## config.mk

```make
export PLATFORM = sky130hd
export DESIGN_NAME = bl_write_sequencer
export DESIGN_NICKNAME = d
export VERILOG_FILES = /design/src/rtl/bl_pkg.sv /design/src/rtl/bl_dac_code_bank.sv /design/src/rtl/bl_write_sequencer.sv
export SDC_FILE = /design/constraint.sdc
export NUM_CORES = 1
export LEC_CHECK = 0
export CAP_MARGIN = 25
export CORE_MARGIN = 2
export CORE_UTILIZATION = 55
export CTS_BUF_LIST = sky130_fd_sc_hd__clkbuf_4
export DETAILED_ROUTE_END_ITERATION = 10
export PLACE_DENSITY = 0.92
export SKIP_CTS_REPAIR_TIMING = 1
export SKIP_LAST_GASP = 1
export SLEW_MARGIN = 10
export SYNTH_ARGS = -nofsm -noshare
export SYNTH_HDL_FRONTEND = slang
export SYNTH_SLANG_ARGS = --single-unit
```

## constraint.sdc

```tcl
create_clock -name clk -period 5.41 [get_ports clk]
set_input_delay 1.082 -clock clk [delete_from_list [all_inputs] [get_ports clk]]
set_output_delay 1.082 -clock clk [all_outputs]
set_load 0.02 [all_outputs]
```

## src/rtl/bl_pkg.sv

```systemverilog
// Shared types and sizes for the bitline write sequencer slice.
// Opcode and FSM state encodings live here so the bench and RTL agree.
package bl_pkg;

    localparam int NUM_LANES = 8;
    localparam int NUM_BL    = 32;
    localparam int ADDR_W    = $clog2(NUM_BL);
    localparam int CODE_W    = 8;
    localparam int LANE_W    = $clog2(NUM_LANES);

    typedef enum logic [1:0] {
        OP_NOP    = 2'b00,
        OP_LOAD   = 2'b01,
        OP_PRE_OP = 2'b10,
        OP_BURST  = 2'b11
    } op_e;

    typedef enum logic [2:0] {
        S_IDLE,
        S_SETTLE,
        S_PRE,
        S_WRITE,
        S_DONE
    } state_e;

endpackage

```

## src/rtl/bl_dac_code_bank.sv

```systemverilog
// Eight-lane DAC code register file plus the "codes changed" dirty flag.
// Dirty is set by any code write and cleared once settling has completed.
module bl_dac_code_bank
    import bl_pkg::*;
(
    input  logic                              clk,
    input  logic                              rst_n,
    input  logic                              we,
    input  logic [LANE_W-1:0]                 lane,
    input  logic [CODE_W-1:0]                 code,
    input  logic                              dirty_set,
    input  logic                              dirty_clr,
    output logic [NUM_LANES-1:0][CODE_W-1:0]  codes,
    output logic                              dirty
);

    always_ff @(posedge clk or negedge rst_n) begin
        if (!rst_n) begin
            codes <= '0;
        end else if (we) begin
            codes[lane] <= code;
        end
    end

    always_ff @(posedge clk or negedge rst_n) begin
        if (!rst_n) begin
            dirty <= 1'b0;
        end else if (dirty_set) begin
            dirty <= 1'b1;
        end else if (dirty_clr) begin
            dirty <= 1'b0;
        end
    end

endmodule

```

## src/rtl/bl_write_sequencer.sv

```systemverilog
// Command sequencer driving bitline pre-op/address strobes with DAC settling.
// Optional abort support is compiled in with BL_SEQ_ABORT_EN.
module bl_write_sequencer
    import bl_pkg::*;
#(
    parameter int SETTLE_CYCLES = 4,
    parameter int CNT_W = (SETTLE_CYCLES > 0) ? $clog2(SETTLE_CYCLES + 1) : 1
) (
    input  logic                              clk,
    input  logic                              rst_n,
    input  logic                              cmd_valid,
    output logic                              cmd_ready,
    input  logic [1:0]                        cmd_op,
    input  logic [LANE_W-1:0]                 cmd_lane,
    input  logic [CODE_W-1:0]                 cmd_code,
    input  logic [ADDR_W-1:0]                 cmd_addr,
    input  logic [ADDR_W-1:0]                 cmd_len,
    output logic [NUM_LANES-1:0][CODE_W-1:0]  dac_code,
    output logic                              bl_pre_op_en,
    output logic                              bl_addr_en,
    output logic [ADDR_W-1:0]                 addr,
    output logic                              busy,
`ifdef BL_SEQ_ABORT_EN
    input  logic                              cmd_abort,
    output logic                              abort_ack,
`endif
    output logic                              done
);

    localparam logic [CNT_W-1:0] SETTLE_LD =
        CNT_W'((SETTLE_CYCLES > 0) ? SETTLE_CYCLES - 1 : 0);

    state_e            state;
    state_e            state_nx;
    op_e               op;
    logic              xfer;
    logic              run_cmd;
    logic              dirty;
    logic              need_settle;
    logic              settle_clr;
    logic              abort_req;
    logic              abort_hit;
    logic [CNT_W-1:0]  cnt;
    logic              lat_burst;
    logic [ADDR_W-1:0] start;
    logic [ADDR_W-1:0] rem;

    logic              pre_d;
    logic              wr_d;
    logic              done_d;
    logic              busy_d;
    logic              rdy_d;
    logic [ADDR_W-1:0] addr_d;

    assign op          = op_e'(cmd_op);
    assign xfer        = cmd_valid && cmd_ready;
    assign run_cmd     = xfer && (op == OP_PRE_OP || op == OP_BURST);
    assign need_settle = dirty && (SETTLE_CYCLES > 0);

`ifdef BL_SEQ_ABORT_EN
    assign abort_req = cmd_abort;
`else
    assign abort_req = 1'b0;
`endif

    assign abort_hit = abort_req &&
        (state == S_SETTLE || state == S_PRE || state == S_WRITE);
    assign settle_clr = (state == S_SETTLE) && (cnt == '0) && !abort_hit;

    bl_dac_code_bank u_bank (
        .clk       (clk),
        .rst_n     (rst_n),
        .we        (xfer && op == OP_LOAD),
        .lane      (cmd_lane),
        .code      (cmd_code),
        .dirty_set (xfer && op == OP_LOAD),
        .dirty_clr (settle_clr),
        .codes     (dac_code),
        .dirty     (dirty)
    );

    always_ff @(posedge clk or negedge rst_n) begin
        if (!rst_n) begin
            state <= S_IDLE;
        end else begin
            state <= state_nx;
        end
    end

    always_comb begin
        state_nx = state;
        unique case (state)
            S_IDLE: begin
                if (xfer && op == OP_PRE_OP) begin
                    state_nx = need_settle ? S_SETTLE : S_PRE;
                end else if (xfer && op == OP_BURST) begin
                    state_nx = need_settle ? S_SETTLE : S_WRITE;
                end
            end
            S_SETTLE: begin
                if (cnt == '0) begin
                    state_nx = lat_burst ? S_WRITE : S_PRE;
                end
            end
            S_PRE:   state_nx = S_DONE;
            S_WRITE: begin
                if (rem == '0) begin
                    state_nx = S_DONE;
                end
            end
            S_DONE:  state_nx = S_IDLE;
            default: state_nx = S_IDLE;
        endcase
        if (abort_hit) begin
            state_nx = S_IDLE;
        end
    end

    // Command context is captured once at transfer and consumed by later states.
    always_ff @(posedge clk or negedge rst_n) begin
        if (!rst_n) begin
            cnt       <= '0;
            lat_burst <= 1'b0;
            start     <= '0;
            rem       <= '0;
        end else if (run_cmd) begin
            cnt       <= SETTLE_LD;
            lat_burst <= (op == OP_BURST);
            start     <= cmd_addr;
            rem       <= cmd_len;
        end else begin
            if (state == S_SETTLE && cnt != '0) begin
                cnt <= cnt - CNT_W'(1);
            end
            if (state == S_WRITE && rem != '0) begin
                rem <= rem - ADDR_W'(1);
            end
        end
    end

    always_comb begin
        pre_d  = (state_nx == S_PRE);
        wr_d   = (state_nx == S_WRITE);
        done_d = (state_nx == S_DONE);
        busy_d = (state_nx != S_IDLE);
        rdy_d  = (state_nx == S_IDLE);
        addr_d = addr;
        if (wr_d) begin
            if (state == S_WRITE) begin
                addr_d = addr + ADDR_W'(1);
            end else if (state == S_IDLE) begin
                addr_d = cmd_addr;
            end else begin
                addr_d = start;
            end
        end
    end

    always_ff @(posedge clk or negedge rst_n) begin
        if (!rst_n) begin
            bl_pre_op_en <= 1'b0;
            bl_addr_en   <= 1'b0;
            done         <= 1'b0;
            busy         <= 1'b0;
            cmd_ready    <= 1'b1;
            addr         <= '0;
        end else begin
            bl_pre_op_en <= pre_d;
            bl_addr_en   <= wr_d;
            done         <= done_d;
            busy         <= busy_d;
            cmd_ready    <= rdy_d;
            addr         <= addr_d;
        end
    end

`ifdef BL_SEQ_ABORT_EN
    always_ff @(posedge clk or negedge rst_n) begin
        if (!rst_n) begin
            abort_ack <= 1'b0;
        end else begin
            abort_ack <= abort_hit;
        end
    end
`endif

endmodule

```

; ---- Word level (Yosys, flattened, before mapping)
; Index checks and enable logic that the tools add are counted.
[op_classes]
n_addsub = 3
magnitude_cmp = 2
n_eq_ne = 9
n_mux = 19
n_reduce_logical = 20
[op_table]
columns = operator, n
row1 = 64-bit bitwise mux, 1
row2 = 8-bit demux with 3-bit select, 1
row3 = 5-bit 2-to-1 mux, 4
row4 = 3-bit 2-to-1 mux, 6
row5 = "3-bit by 2-bit equality test with 1-bit output, second input constant", 4
row6 = 3-bit one-hot mux with 4 select lines, 1
row7 = 1-bit logical AND, 9
row8 = 3-bit zero test, 3
row9 = 8-bit 2-to-1 mux, 1
row10 = 2-bit nonzero test, 3
row11 = 3-bit nonzero test, 2
row12 = "5-bit by 1-bit adder with 5-bit output, second input constant", 1
row13 = 5-bit zero test, 1
row14 = 5-bit nonzero test, 1
row15 = "5-bit by 1-bit subtractor with 5-bit output, second input constant", 1
row16 = "2-bit equality test, second input constant", 2
row17 = "3-bit by 4-bit < comparator with 1-bit output, second input constant", 1
row18 = 2-bit 2-to-1 mux, 2
row19 = "3-bit by 1-bit equality test with 1-bit output, second input constant", 1
row20 = "3-bit equality test, second input constant", 1
row21 = "3-bit by 1-bit greater-or-equal comparator with 1-bit output, second input constant", 1
row22 = 1-bit 2-to-1 mux, 3
row23 = "3-bit by 1-bit subtractor with 3-bit output, second input constant", 1
row24 = "2-bit by 1-bit equality test with 1-bit output, second input constant", 1
row25 = 1-bit logical OR, 1
[word_totals]
regBits = 92
in_bits = 26
out_inout_bits = 74

; ---- Longest topological paths before layout
[logic_depth]
depth_word = 6
ltp_mapped = 7

; ---- Modules after synthesis
; A second synthesis with hierarchy kept.
[unflattened]
cells_unflattened = 299
hier_area_um2 = 3932.5
[by_module_without_submodules]
columns = module, n_inst, cells_per_inst, area_per_inst_um2, seq_area_each_um2
row1 = bl_dac_code_bank, 1, 146, 2488.6, 1626.6
row2 = bl_write_sequencer, 1, 153, 1443.9, 676.9

; ---- Worst setup path after synthesis
; No wires, ideal clock.
[synth_timing]
path_kind = in2reg
from = input cmd_op[1]
to = register u_bank.codes[16] (netlist name)
setup_time_ns = 0.125
t_arrival_ns = 2.314
required_time_ns = 5.285
setup_slack_ns = 2.971
path_stages = 5
n_path_buf = 1
cell_sequence = and4b_1 -> nand2b_1 -> buf_6 -> nor3b_4 -> mux2_4
[synth_via]
elab_chain_cells = 2
[synth_lines]
columns = item, line_no
row1 = "start, declared", bl_write_sequencer.sv:13  ; input logic [1:0] cmd_op,
row2 = 2-bit by 1-bit equality test with 1-bit output, bl_write_sequencer.sv:73  ; .we (xfer && op == OP_LOAD),
row3 = 1-bit logical AND, bl_write_sequencer.sv:73
row4 = "end signal, assigned by index", bl_dac_code_bank.sv:21  ; codes[lane] <= code;
row5 = "end, declared", bl_dac_code_bank.sv:13  ; output logic [NUM_LANES-1:0][CODE_W-1:0] codes,
; No other way between the ends.
; A chain may end at the register's enable or synchronous reset.

; ---- Worst setup path in the final report
[layout_timing]
from = register cmd_ready
to = output cmd_ready
[layout_lines]
columns = item, line_no
row1 = "start, declared", bl_write_sequencer.sv:12  ; output logic cmd_ready,
row2 = "start signal, assigned", bl_write_sequencer.sv:172  ; cmd_ready <= rdy_d;
; No word-level cell between the ends.

==> run summary <==
Least-Margin Pin Slew: 0.613 ns
TritonRoute pass-1 iters: 4
Pwr Total: 2.58 mW
drt wl/cell: 17.8 um
Mapped Avg Cell Area: 13.6 um^2
Clk Latency, worst-skew pair: 0.44 ns
dpl ws: 2.25 ns
fin. max-slew vios: 0
count leader, synth: dfrtp_1
Routed Wire Length: 8870 um
critical path class: flop to primary output
Final Skew: 0.0202 ns
crit-path max FO: 4
VDD IR-drop max: 0.240 mV
CP endpoint kind: primary output
effective utilization at floorplan: 0.558
Port-buffer cells: 99
crit path buf inv count: 1
largest net degree at the start of global routing: 80
Fin Setup TNS: 0 ns
Final Critical Period: 2.72 ns
top-area cell type share of the netlist area: 0.572
routability congestion estimate: 0.859
Yosys top cell by area: dfrtp_1
Post-Layout Inst Area: 5230 um^2
Synth Cell Area: 3980 um^2
DRT iter0 DRCs: 152
Worst Hold Class: input pin to asynchronous set/reset pin
MaxCap Viol Count: 0
core area: 7140 um^2
grt total ovfl: 0
fraction of registers with async set/reset: 1.00
root cell of the clock tree: clkbuf_4
Yosys Warn Count: 0
detailed placer's ending HPWL: 6310 um
Commonest cells post-synth: 91 x dfrtp_1, 48 x mux2_2, 35 x nand2_1
Worst Path Arrival: 1.63 ns
P_leak: 2.40 nW
placed cell area: 5060 um^2
RSZ-0062 raised after global routing: no
synthesis-to-finish area growth: 31.4%
Ports: 100
Post-Syn Instances: 293
critical path's top delay family: buffers and inverters
# diodes: 0
first-pass GRT wire length: 13300 um
Die W: 89.1 um
vias per cell: 5.38
share of cells above drive strength 1: 0.245
DIE HEIGHT: 89.1 um
DR vias: 2683
number of register bits inferred by synthesis: 92
CTS Buf Count: 9
CTS sink cnt: 92
nature of the critical path startpoint: flop
H-Tree Level Count: 3
Post-synth EDFFs: 0
worst setup margin: 2.69 ns
Hold WS: 0.454 ns
GRT Total Usage: 0.224
site row count: 31
worst path cell trace: clkdlybuf4s50_1
initial antenna violation count: 0
required time of the critical path: 4.33 ns
drt drc: 0
Post-Syn Nets: 324
fillers: 501
clock buffer depth: 2
Pwr per Cell Area: 494 nW/um^2
Setup violations, final: 0
Crit path largest cell delay: 0.60 ns
Seq/Total Area, Yosys: 0.578
Slew HR: 0.591
vias in the first global route: 2544
CP max stage cell: clkdlybuf4s50_1
Final Net Count: 426
outcome: finished clean
die area: 7940 um^2
Area contributors post-synth: dfrtp_1 57%, mux2_2 14%, mux2_4 6.0%
CTS tree: built
CTS clk-pin slew, worst paths: 0.15 ns
ys flop type: dfrtp_1
Final Cycle Share: 0.502
synth unique cells: 47
Achievable Freq: 368 MHz
Final Hold Vio Count: 0
Final ANT Viol Nets: 0
power by group:
part	internal (mW)	switching [mW]	leakage [nW]
clock network	0.152	0.239	0.0829
logic	0.567	0.545	1.12
registers	0.915	0.167	1.20
total	1.63	0.951	2.40
registers in the layout, summed over array words and instances, names as in the netlist:
signal        cells
done              1
bl_addr_en        1
start             5
state             3
cnt               3
u_bank.codes     64
cmd_ready         1
lat_burst         1
busy              1
addr              5
bl_pre_op_en      1
u_bank.dirty      1
rem               5
layer usage:
metal	vias up	GRT usage	part of all wire
met2	63	0.345	0.50
met4	0	0.0814	0.020
li1	1245	-	-
met3	14	0.0582	0.039
met1	1361	0.307	0.44
met5	-	0	0
cell families (layout without fill, tap and decap cells):
| kind of cell | Yosys count | after routing | synth area share |
|---|---|---|---|
| AO/OA/AOI/OAI | 21 | 21 | 0.0402 |
| XOR/XNOR | 7 | 7 | 0.0154 |
| adder cells (fa/ha/maj) | 5 | 5 | 0.0157 |
| buffers and inverters | 15 | 122 | 0.0163 |
| flip-flops | 92 | 92 | 0.578 |
| multiplexers | 70 | 70 | 0.212 |
| AND/OR/NAND/NOR | 83 | 83 | 0.122 |
path summary, 6_finish.rpt:
check / startpoint / endpoint / slack [ns] / cells after the start
max: cmd_ready / cmd_ready / 2.69 / 1
min: rst_n / addr[3] / 0.45 / 1
max reg2reg: cmd_ready / u_bank.codes[35] / 3.28 / 4
min reg2reg: start[4] / start[4] / 0.50 / 2
max in group asynchronous: rst_n / state[2] / 4.13 / 3
min in group clk: start[4] / start[4] / 0.50 / 2
per-stage QoR:
step	utilization	instances
after floorplan	-	293
after global placement	0.708	482
after detailed placement	0.708	482
after CTS	0.729	498
after global routing	0.733	499
final	0.733	499
layout by cell type, fill, tap and decap left out, types with 4 or more instances in the layout:
cell type,synthesis,final
clkdlybuf4s50_1,0,98
dfrtp_1,91,91
mux2_2,48,48
nand2_1,35,35
mux2_4,16,16
clkbuf_4,0,10
nand3_1,8,8
nor2_1,8,8
inv_1,5,5
xor2_1,5,5
ha_1,5,5
nand2b_1,4,4
a21oi_1,4,4
o21ai_0,4,4
area by class of cell:
type                            instances  area [um^2]  share of cell area
Clock buffer                           10         75.1              0.0144
Clock inverter                          6         72.6              0.0139
Inverter                                5         18.8             0.00359
Multi-Input combinational cell        186         1610               0.309
Sequential cell                        92         2300               0.440
Tap cell                               99          124              0.0237
Timing Repair Buffer                  101         1020               0.196
No activity file was read; power rests on OpenSTA's default activity.
